[src/rtl/ps2_pkg.sv]
// Shared constants, frame state encoding and control-byte classification
// for the PS/2 scan-code set 2 decoder.
package ps2_pkg;

  localparam logic [7:0] PS2_BREAK = 8'hF0;
  localparam logic [7:0] PS2_EXT   = 8'hE0;

  // Keyboard housekeeping bytes that never map to a key.
  localparam int               PS2_NUM_IGNORED = 6;
  localparam logic [5:0][7:0]  PS2_IGNORED     = {8'hAA, 8'hFA, 8'hFE, 8'hEE, 8'h00, 8'hFF};

  typedef enum logic [1:0] {IDLE, DATA, PARITY, STOP} frame_state_e;

  function automatic logic is_ignored(input logic [7:0] b);
    is_ignored = 1'b0;
    for (int i = 0; i < PS2_NUM_IGNORED; i++)
      if (b == PS2_IGNORED[i]) is_ignored = 1'b1;
  endfunction

endpackage

[src/rtl/ps2_sync_filter.sv]
// Two-flop synchronizer followed by a level filter: the output only moves
// after the synchronized input has disagreed with it for FILTER_LEN cycles.
module ps2_sync_filter #(
  parameter int   FILTER_LEN = 8,
  parameter logic RST_VAL    = 1'b1
) (
  input  logic clk,
  input  logic reset,
  input  logic din,
  output logic dout
);

  logic [1:0] sync_q;
  logic [7:0] cnt_q;

  always_ff @(posedge clk) begin
    if (reset) begin
      sync_q <= {2{RST_VAL}};
      dout   <= RST_VAL;
      cnt_q  <= '0;
    end else begin
      sync_q <= {sync_q[0], din};
      if (sync_q[1] == dout)
        cnt_q <= '0;
      else if (cnt_q == 8'(FILTER_LEN - 1)) begin
        dout  <= sync_q[1];
        cnt_q <= '0;
      end else
        cnt_q <= cnt_q + 8'd1;
    end
  end

endmodule

[src/rtl/ps2_key_decoder.sv]
// PS/2 keyboard receiver: frames bits on filtered clock edges, then turns
// scan-code set 2 bytes (with F0/E0 prefixes) into one-cycle key events.
module ps2_key_decoder
  import ps2_pkg::*;
#(
  parameter int FILTER_LEN      = 8,
  parameter int TIMEOUT_CYCLES  = 50000,
  parameter bit SUPPRESS_REPEAT = 1'b1
) (
  input  logic       clk,
  input  logic       reset,
  input  logic       ps2_clk,
  input  logic       ps2_data,
  output logic [7:0] keycode,
  output logic       key_is_press,
  output logic       key_ext,
  output logic       key_en,
  output logic       frame_err
);

  localparam int TW = $clog2(TIMEOUT_CYCLES + 1);

  logic clk_f, clk_f_q, data_s, fall;

  ps2_sync_filter #(.FILTER_LEN(FILTER_LEN), .RST_VAL(1'b1)) u_clk_filt (
    .clk(clk), .reset(reset), .din(ps2_clk), .dout(clk_f));
  ps2_sync_filter #(.FILTER_LEN(1), .RST_VAL(1'b1)) u_data_sync (
    .clk(clk), .reset(reset), .din(ps2_data), .dout(data_s));

  assign fall = clk_f_q & ~clk_f;

  frame_state_e state_q, state_d;
  logic [2:0]    bit_cnt;
  logic [7:0]    shreg, byte_q;
  logic          par_q;
  logic [TW-1:0] tmo_cnt;
  logic          byte_ok, byte_bad, tmo;
  logic          byte_stb, bad_stb, tmo_stb;

  always_comb begin
    state_d  = state_q;
    byte_ok  = 1'b0;
    byte_bad = 1'b0;
    tmo      = 1'b0;
    if (fall) begin
      unique case (state_q)
        IDLE:   if (!data_s) state_d = DATA;
        DATA:   if (bit_cnt == 3'd7) state_d = PARITY;
        PARITY: state_d = STOP;
        STOP: begin
          state_d = IDLE;
          if (data_s && (^shreg ^ par_q)) byte_ok = 1'b1;
          else byte_bad = 1'b1;
        end
        default: state_d = IDLE;
      endcase
    end else if (state_q != IDLE && tmo_cnt == TW'(TIMEOUT_CYCLES)) begin
      state_d = IDLE;
      tmo     = 1'b1;
    end
  end

  always_ff @(posedge clk) begin
    if (reset) begin
      state_q  <= IDLE;
      clk_f_q  <= 1'b1;
      bit_cnt  <= '0;
      shreg    <= '0;
      par_q    <= 1'b0;
      tmo_cnt  <= '0;
      byte_q   <= '0;
      byte_stb <= 1'b0;
      bad_stb  <= 1'b0;
      tmo_stb  <= 1'b0;
    end else begin
      state_q  <= state_d;
      clk_f_q  <= clk_f;
      byte_stb <= byte_ok;
      bad_stb  <= byte_bad;
      tmo_stb  <= tmo;
      if (byte_ok) byte_q <= shreg;
      tmo_cnt  <= (state_q == IDLE || fall) ? '0 : tmo_cnt + 1'b1;
      if (fall) begin
        unique case (state_q)
          IDLE: bit_cnt <= '0;
          DATA: begin
            shreg   <= {data_s, shreg[7:1]};
            bit_cnt <= bit_cnt + 3'd1;
          end
          PARITY: par_q <= data_s;
          default: ;
        endcase
      end
    end
  end

  logic       brk_pend, ext_pend;
  logic [7:0] held_code;
  logic       held_ext, held_valid, held_match, drop;

  assign held_match = held_valid && held_code == byte_q && held_ext == ext_pend;
  assign drop       = SUPPRESS_REPEAT && !brk_pend && held_match;

  always_ff @(posedge clk) begin
    if (reset) begin
      keycode      <= '0;
      key_is_press <= 1'b0;
      key_ext      <= 1'b0;
      key_en       <= 1'b0;
      frame_err    <= 1'b0;
      brk_pend     <= 1'b0;
      ext_pend     <= 1'b0;
      held_code    <= '0;
      held_ext     <= 1'b0;
      held_valid   <= 1'b0;
    end else begin
      key_en    <= 1'b0;
      frame_err <= bad_stb;
      if (bad_stb || tmo_stb) begin
        brk_pend <= 1'b0;
        ext_pend <= 1'b0;
      end else if (byte_stb) begin
        if (byte_q == PS2_BREAK)
          brk_pend <= 1'b1;
        else if (byte_q == PS2_EXT)
          ext_pend <= 1'b1;
        else begin
          brk_pend <= 1'b0;
          ext_pend <= 1'b0;
          if (!is_ignored(byte_q) && !drop) begin
            key_en       <= 1'b1;
            keycode      <= byte_q;
            key_is_press <= ~brk_pend;
            key_ext      <= ext_pend;
            if (!brk_pend) begin
              held_code  <= byte_q;
              held_ext   <= ext_pend;
              held_valid <= 1'b1;
            end else if (held_match)
              held_valid <= 1'b0;
          end
        end
      end
    end
  end

endmodule

[config.mk]
export PLATFORM = sky130hd
export DESIGN_NAME = ps2_key_decoder
export DESIGN_NICKNAME = d
export VERILOG_FILES = /design/src/rtl/ps2_pkg.sv /design/src/rtl/ps2_sync_filter.sv /design/src/rtl/ps2_key_decoder.sv
export SDC_FILE = /design/constraint.sdc
export NUM_CORES = 1
export LEC_CHECK = 0
export BUFFER_PORTS_ARGS = -buffer_cell sky130_fd_sc_hd__buf_4
export CAP_MARGIN = 15
export CORE_MARGIN = 5
export CORE_UTILIZATION = 60
export CTS_CLUSTER_DIAMETER = 60
export DETAILED_ROUTE_END_ITERATION = 8
export GPL_ROUTABILITY_DRIVEN = 0
export PLACE_DENSITY_LB_ADDON = 0.2
export SKIP_CTS_REPAIR_TIMING = 1
export SKIP_LAST_GASP = 1
export SLEW_MARGIN = 10
export SYNTH_ARGS = -nofsm -noshare
export SYNTH_HDL_FRONTEND = slang
export SYNTH_SLANG_ARGS = --single-unit
[constraint.sdc]
create_clock -name clk -period 3.3 [get_ports clk]
set_input_delay 0.66 -clock clk [delete_from_list [all_inputs] [get_ports clk]]
set_output_delay 0.66 -clock clk [all_outputs]
set_load 0.05 [all_outputs]
### Word level (Yosys, flattened, before mapping)

Cells that the tools add are included.
W data, S select, Z words.

* magnitude comparators: 0
* bitwise logic cells: 12
* reductions and logical operators: 36
* mux-type cells: 28
* div/mod/pow operators: 0
* multiply operators: 0
* add/sub/neg operators: 4
* shift-type cells: 0
* eq/ne operators: 21

Operators by type and width (number)
* $eq A8 B8 Y1 const B: 7
* $mux W1: 22
* $add A16 B1 Y16 const B: 1
* $add A8 B1 Y8 const B: 2
* $eq A16 B16 Y1 const B: 1
* $logic_not A8 Y1: 2
* $reduce_and A2 Y1: 7
* $reduce_and A6 Y1: 2
* $not A1 Y1: 10
* $reduce_or A3 Y1: 3
* $eq A8 B3 Y1 const B: 1
* $eq A8 B8 Y1: 1
* $mux W2: 4
* $pmux W2 S4: 1
* $reduce_xor A8 Y1: 1
* $logic_and A1 B1 Y1: 6
* $ne A3 B3 Y1 const B: 2
* $pmux W3 S2: 1
* $reduce_bool A2 Y1: 3
* $reduce_or A2 Y1: 3
* $reduce_and A5 Y1: 1
* $reduce_or A5 Y1: 1
* $eq A2 B2 Y1 const B: 2
* $add A3 B1 Y3 const B: 1
* other kinds (11): 16

* ROM bits: 0
* logic and storage cells: 127
* RAM bits: 0
* bits in latches: 0
* input port bits: 4
* memories kept: 0
* output and inout bits: 12
* register bits after elaboration: 88

### Logic depth before layout (Yosys ltp)

Gate-level depths: netlist (run 1).

* depth after elaboration: 15
* mapped depth: 7
* mapped depth without buffers: 7

### By module

From an unflattened synthesis (run 1), not the netlist that was laid out.

* cell total of the unflattened synthesis: 426
* area total of the unflattened synthesis: 3876.2 sq um

By module, submodules not included
* ps2_key_decoder: times used 1, area each 2950.3 sq um, cells an instance 327, sequential area each 1321.3 sq um
* ps2_sync_filter (u_data_sync): times used 1, area each 474.2 sq um, cells an instance 51, sequential area each 220.2 sq um
* ps2_sync_filter (u_clk_filt): times used 1, area each 451.7 sq um, cells an instance 48, sequential area each 220.2 sq um

### Worst setup path before layout (run 1)

No wires, ideal clock.

* kind: register -> register
* from: register u_data_sync.cnt_q[0]
* to: register u_data_sync.cnt_q[2]
* required time: 3.185 ns
* path buffers: 1
* slack: 1.484 ns
* setup time: 0.115 ns
* cell stages (with the launch flop): 8
* arrival time: 1.701 ns
* clock period less this slack: 1.816 ns
* cells stage by stage: dfxtp_1 inv_1 ha_1 or4b_2 nor4_1 or3_1 buf_2 nor2_1

* longest elaborated chain between the ends: 2
* elaborated cells between the ends (all ways): 3
* those cells by class: add/sub: 1; reduce/logical: 2

RTL lines
* from (decl): line ps2_sync_filter.sv:14 `logic [7:0] cnt_q;`
* from (signal assigned): line ps2_sync_filter.sv:29 `cnt_q <= cnt_q + 8'd1;`
* branches (longest 2 deep; another with $add A8 B1 Y8)

Parallel ways; which one is timed is not known.
A chain may end at the register's enable or synchronous reset.

### Worst setup path in the final report (run 1)

* from: register byte_q[1]
* to: register held_code[0]

* longest elaborated chain between the ends: 15
* elaborated cells between the ends (all ways): 29
* those cells by class: eq/ne: 8; mux: 11; bitwise: 2; reduce/logical: 8

RTL lines
* from (decl): line ps2_key_decoder.sv:34 `logic [7:0] shreg, byte_q;`
* from (signal assigned): line ps2_key_decoder.sv:81 `if (byte_ok) byte_q <= shreg;`
* $eq A8 B8 Y1: line ps2_pkg.sv:17 `if (b == PS2_IGNORED[i]) is_ignored = 1'b1;`
* $mux W1 (6 in series): line ps2_pkg.sv:17
* $mux W1: line ps2_key_decoder.sv:125 `else if (byte_q == PS2_EXT)`
* $mux W1: line ps2_key_decoder.sv:123 `if (byte_q == PS2_BREAK)`
* $mux W1: line ps2_key_decoder.sv:122 `end else if (byte_stb) begin`
* $mux W1: line ps2_key_decoder.sv:119 `if (bad_stb || tmo_stb) begin`
* $mux W1: line ps2_key_decoder.sv:105 `if (reset) begin`
* $logic_not A1 Y1: line ps2_key_decoder.sv:130 `if (!is_ignored(byte_q) && !drop) begin`
* $logic_and A1 B1 Y1: line ps2_key_decoder.sv:130
* $reduce_and A6 Y1 (no line) (*)
* to (signal assigned): line ps2_key_decoder.sv:136 `held_code <= byte_q;`
* to (decl): line ps2_key_decoder.sv:98 `logic [7:0] held_code;`

Every way passes the cells marked *; elsewhere a longest branch is shown, timed or not. The select of a mux whose other input is x is not followed.

==> results of run 1 <==
==> synth_stat cells (6+ instances only) <==
cell	count	area [um^2]
clkbuf_1	14	52.6
inv_1	11	41.3
nand2_1	59	221
xor2_1	27	236
xnor2_1	14	123
nor2_1	57	214
nand3_1	21	105
mux2i_1	28	280
dfxtp_1	88	1760
ha_1	11	138
and3_1	6	37.5
a21oi_1	16	80.1
or2_2	6	37.5
==> cell usage in the layout, fill, tap and decap left out, types with 2 or more instances in the layout <==
| cell | count |
|---|---|
| clkinv_2 | 2 |
| or4_1 | 3 |
| a211oi_1 | 4 |
| ha_1 | 11 |
| xnor2_1 | 14 |
| nand2_1 | 59 |
| nand4_1 | 5 |
| xor2_1 | 27 |
| a22oi_1 | 2 |
| and3_1 | 6 |
| o21ai_0 | 2 |
| and2_1 | 2 |
| inv_1 | 11 |
| nor3_1 | 4 |
| a21oi_1 | 16 |
| buf_4 | 16 |
| and4_1 | 2 |
| dfxtp_1 | 88 |
| mux2i_1 | 28 |
| clkinvlp_4 | 2 |
| or2_2 | 6 |
| clkinv_4 | 2 |
| nand4b_1 | 2 |
| nor4_1 | 5 |
| nor2b_1 | 3 |
| clkbuf_8 | 9 |
| nand3_1 | 21 |
| nor2_1 | 57 |
==> stage by stage <==
stage / hold slack (ps) / cells / total power [mW] / util, % / worst slack, ps
after global routing: 426 / 503 / 1.90 / 68.5 / 1030
after CTS: 421 / 503 / 1.83 / 68.5 / 1240
after global placement: 392 / 487 / 1.11 / 65.2 / 1320
final: 418 / 503 / 1.81 / 68.5 / 1210
after detailed placement: 399 / 487 / 1.11 / 65.2 / 1260
after floorplan: 389 / 413 / 1.11 / - / 1480
==> cells by family after synthesis <==
kind of cell	count (synthesis)	share of synthesized area, %
DFF	88	46.8
adders and majority gates	11	3.66
and+or+nand+nor	183	22.7
muxes	29	8.05
buffers and inverters	29	3.06
xor gates and xnor gates	43	10.8
AOI/OAI and AO/OA	30	4.96
==> worst max-delay path by stage <==
stage,depth (start not counted),end,from
finish,5,held_code[0],byte_q[1]
CTS,4,held_code[0],byte_q[3]
global placement,4,held_code[0],byte_q[3]
global route,5,held_code[1],byte_q[1]
floorplan,7,u_data_sync.cnt_q[2],u_data_sync.cnt_q[0]
detailed placement,4,held_code[0],byte_q[3]
==> registers in the layout, summed over array words and instances, names as in the netlist, 2 cells and up <==
| name | flops |
|---|---|
| u_clk_filt.sync_q | 2 |
| tmo_cnt | 16 |
| bit_cnt | 3 |
| keycode | 8 |
| state_q | 2 |
| u_data_sync.cnt_q | 8 |
| byte_q | 8 |
| held_code | 8 |
| u_clk_filt.cnt_q | 8 |
| shreg | 8 |
| u_data_sync.sync_q | 2 |
==> layer usage <==
layer	track usage [%]	vias up
li1	-	1404
met1	24.2	1271
met2	30.8	36
met3	4.70	10
met4	5.28	0
met5	0	-
==> cell type report <==
| class | count | share of cell area, % |
|---|---|---|
| sequential | 88 | 43.0 |
| inverter | 12 | 1.10 |
| multi-input combinational | 296 | 45.9 |
| timing repair buffer | 16 | 2.93 |
| tap | 75 | 2.29 |
| clock buffer | 9 | 3.02 |
| clock inverter | 7 | 1.77 |
==> power by group through the flow <==
stage	Combinational, mW	Clock, mW	Sequential, mW
2_1_floorplan	0.0159	0	1.09
3_3_place_gp	0.0215	0	1.09
3_5_place_dp	0.0217	0	1.09
4_1_cts	0.0218	0.741	1.07
5_1_grt	0.0243	0.808	1.07
6_report	0.0216	0.726	1.07
==> flow_summary.toml, run 1 <==
[outcome]
outcome = "complete, no violations"

[pwr]
p_seq_share_pct = 58.8
p_comb_share_pct = 1.2
p_sw_share_pct = 21.7
ir_worst_vdd_v = 0.000323
powerDensity_nw_per_um2 = 442
p_sw_mw = 0.393
pwr-share-clk_pct = 40.0
leakage_nw = 1.65
intPower_mw = 1.42

[critical_path]
reg2reg_to = "held_code[0]"
required_ps = 3560
crit_family = "simple AND/OR/NAND/NOR gates"
cp_num_buf_inv = 0
slowest_delay_ps = 540
cp-end-kind = "register"
rrSetupSlack_ps = 1210
reg2reg_depth = 5
r2r_start = "byte_q[1]"
critPathSlowestCell = "nand4b_1"
crit_arrival_ps = 2350
start_kind = "register"
crit_chain = "xor2_1, nor4_1, nand4_1, nand4b_1, mux2i_1"
critPathKind = "register to register"
cp_max_fo = 9

[synth]
synth-edff-count = 0
ys_ff_latch = 88
synth_cell_type_count = 44
syn-cell-area_um2 = 3760
synth_flop_cell = "dfxtp_1"
yosysSeqAreaShare_pct = 46.8
synth_nets = 428
synth-async-reset-ratio_pct = 0
synth_warnings = 0
syn-instance-count = 413
synth_area_per_cell_um2 = 9.11

[grt]
grt_pass1_vias = 2653
antenna_found_initial = 0
track_usage_pct = 18.6
grt_max_degree = 36
grt-ovfl-total = 0
grt_pass1_wl_um = 11700

[finish]
nets = 438
design_area_um2 = 4100
multi_input_area_um2 = 1880
drive_gt1_share_pct = 10.0
num-fill-cells = 510
syn_to_final_growth_pct = 9.05
insertedDiodeCount = 0
regArea_um2 = 1760

[placed_design]
postPlaceCellArea_um2 = 3910
hpwl_um = 4630
numPortBuffers = 15

[floorplanning]
rows = 28
die_area_um2 = 7950
die_h_um = 89.2
die_w_um = 89.2
coreArea_um2 = 5990
start_util_pct = 62.8
io_pins = 16

[flow_run]
max_cap_violations = 0

[worst_hold_path]
whs_endpoint = "u_clk_filt.sync_q[1]"
hold_path_depth = 1
hold_path.class = "register to register"
holdCritStartpoint = "u_clk_filt.sync_q[0]"

[routing]
drt-initial-drc-count = 128
top_layer_used = "met4"
vias = 2721
drt_wl_total_um = 6620
drcViolationCount = 0
met3_length_um = 197
firstDrtPassIters = 4
drt-met1-wl_um = 3230
wl_per_cell_um = 13.2
wl_met2_um = 3150
ant_nets = 0
avgViaCountPerCell = 5.41

[timing]
rsz0062_at_grt = "false"
worst_slew_pin_slew_ps = 675
post-route-period-util_pct = 63.3
post-route-min-period_ps = 2090
setup_violations = 0
skew_ps = 10.1
tns_ps = 0
slew_headroom_pct = 54.8
timing.final.hold_violations = 0
finalMaxSlewViolations = 0
max_freq_mhz = 479

[clock_network]
clk_path_buf_depth = 2
clkSinkCount = 88
root_buffer = "clkbuf_8"
cts_max_level = 3
clk_latency_ps = 350
path_clk_slew_ps = 80
cts_tree = "yes"
numCtsBuffers = 9
(Power assumes the default switching activity.)
==> inputs of run 2 (changes only) <==
- ABC_AREA: unset -> 1
- CORE_UTILIZATION: 60 -> 56
- clock period: 3.3 -> 1.9 ns (I/O delays scaled with it)
==> flow_summary.toml, run 2 <==
[floorplanning]
rows = 32
die_area_um2 = 9600
die_h_um = 98.0
die_w_um = 98.0
coreArea_um2 = 7650
io_pins = 16
start_util_pct = 56.7

[synth]
ys_ff_latch = 88
synth.most_common_cell = "nand2_1"
synth_nets = 618
yosysSeqAreaShare_pct = 40.7
syn-cell-area_um2 = 4330
syn-instance-count = 603
synth-async-reset-ratio_pct = 0
synth_area_per_cell_um2 = 7.19
synth_cell_type_count = 37
synthTopCellsByArea = "dfxtp_1, nand2_1, nor2_1, inv_1, a21oi_1"
netlist.area_leader.share_pct = 40.7
synth_warnings = 0
synth_flop_cell = "dfxtp_1"
synth-edff-count = 0
synth.top_cells.by_count = "nand2_1, dfxtp_1, nor2_1"
synth_top_cell_by_area = "dfxtp_1"

[routing]
vias = 3661
drt_wl_total_um = 8420
firstDrtPassIters = 4
drt-initial-drc-count = 128
drcViolationCount = 0
ant_nets = 0
avgViaCountPerCell = 5.04
wl_per_cell_um = 11.6

[clock_network]
cts_tree = "yes"
clk_latency_ps = 360
numCtsBuffers = 9
root_buffer = "clkbuf_8"
cts_max_level = 3
path_clk_slew_ps = 100
clk_path_buf_depth = 2
clkSinkCount = 88

[critical_path]
crit_chain = "inv_2, nand2_1, nor2_1, nand2_1, nand2_1, nand2_1, nand2_1, inv_2, nand3_2, nand2_1, a21oi_1"
start_kind = "register"
critPathKind = "register to register"
reg2reg_depth = 11
cp_max_fo = 12
path_depth = 11
cp_num_buf_inv = 2
required_ps = 2150
crit_family = "simple AND/OR/NAND/NOR gates"
cp-end-kind = "register"
critPathSlowestCell = "dfxtp_1"
crit_arrival_ps = 1980
path_common_cell = "nand2_1"
slowest_delay_ps = 480

[grt]
grt_pass1_wl_um = 14900
grt-ovfl-total = 0
grt_pass1_vias = 3479
grt_max_degree = 31
track_usage_pct = 18.5
antenna_found_initial = 0

[pwr]
p_sw_share_pct = 24.5
p_sw_mw = 0.771
intPower_mw = 2.38
p_seq_share_pct = 58.8
p_comb_share_pct = 1.3
ir_worst_vdd_v = 0.000382
powerDensity_nw_per_um2 = 673
pwr-share-clk_pct = 39.9
leakage_nw = 2.10

[timing]
timing.final.hold_violations = 0
max_freq_mhz = 579
slew_headroom_pct = 66.3
worst_slew_pin_slew_ps = 501
rsz0062_at_grt = "false"
post-route-min-period_ps = 1730
setup_violations = 0
post-route-period-util_pct = 90.9
tns_ps = 0
finalMaxSlewViolations = 0
whs_ps = 194
skew_ps = 11.4

[finish]
nets = 634
top_register = "tmo_cnt"
drive_gt1_share_pct = 16.2
layout_commonest_cell = "nand2_1"
largest_reg_flops = 16
syn_to_final_growth_pct = 7.94
insertedDiodeCount = 0
mostFrequentLayoutCells = "nand2_1, dfxtp_1, nor2_1, inv_1, a21oi_1"

[worst_hold_path]
hold_path.class = "primary input to register"
hold_path_depth = 2

[placed_design]
hpwl_um = 6220
numPortBuffers = 15

[flow_run]
max_cap_violations = 0

[outcome]
outcome = "complete, no violations"
==> run 2: changes by cell type after synthesis, moves of 11 or more <==
| cell | delta |
|---|---|
| nand2_1 | +81 |
| nand2_2 | +18 |
| inv_1 | +64 |
| clkbuf_1 | -11 |
| nand4_1 | +16 |
| mux2i_1 | -28 |
| nor2_1 | +22 |
| a21oi_1 | +22 |
| xor2_1 | -24 |
| xnor2_1 | -11 |
| o21ai_0 | +20 |
==> run 2: final timing paths <==
path / end / start / slack, ps
max: keycode[0] / byte_q[3] / 170
min reg2reg: u_clk_filt.sync_q[1] / u_clk_filt.sync_q[0] / 420
max reg2reg: keycode[0] / byte_q[3] / 170
min: u_clk_filt.sync_q[0] / ps2_clk / 190
==> run 2: layout make-up <==
type                       instances  area, um^2
clock inverter                     7        68.8
tap                              102         128
clock buffer                       9         124
timing repair buffer              23         173
sequential                        88        1770
fill                             715        2970
inverter                          86         325
multi-input combinational        411        2090
==> run 2: worst register-to-register path: cells and delay by family, from the launching register on <==
family                 cells  cell delay (ps)
AND/OR/NAND/NOR            8              830
flip-flops                 1              480
buffers and inverters      2              250
AO/OA/AOI/OAI              1               70
==> run 2: through the flow <==
stage                     util, %  setup WS (ps)  total power [mW]  cell area (um^2)  std cells
final                        61.2            173              3.15              4680        726
after global routing         61.2           6.48              3.28              4680        726
after CTS                    61.1            143              3.20              4670        726
after detailed placement     58.6            157              1.94              4480        710
after global placement       58.6            200              1.94              4480        710
after floorplan                 -            447              1.93              4330        603
==> run 2: layer usage <==
layer / wire length (um) / vias to the layer above / part of all wire (%) / global-route usage (%)
met5: 0 / - / 0 / 0
met2: 4080 / 46 / 48 / 31.6
li1: - / 1950 / - / -
met3: 240 / 10 / 2.9 / 3.00
met4: 119 / 0 / 1.4 / 7.03
met1: 3980 / 1655 / 47 / 23.4
==> run 2: kinds of logic (layout without fill, tap and decap cells) <==
kind of cell | Yosys count | in the layout | synth area share (%)
AND/OR/NAND/NOR | 320 | 320 | 34.2
XOR/XNOR | 6 | 6 | 1.21
buffers and inverters | 104 | 125 | 11.1
AO/OA/AOI/OAI | 74 | 74 | 9.62
adder cells (fa/ha/maj) | 11 | 11 | 3.18
flip-flops | 88 | 88 | 40.7
==> run 2: power groups by stage <==
| stage | sequential, mW | combinational [mW] | clock [mW] |
|---|---|---|---|
| 2_1_floorplan | 1.89 | 0.0345 | 0 |
| 3_3_place_gp | 1.89 | 0.0413 | 0 |
| 3_5_place_dp | 1.89 | 0.0424 | 0 |
| 4_1_cts | 1.85 | 0.0426 | 1.30 |
| 5_1_grt | 1.85 | 0.0472 | 1.38 |
| 6_report | 1.85 | 0.0417 | 1.26 |
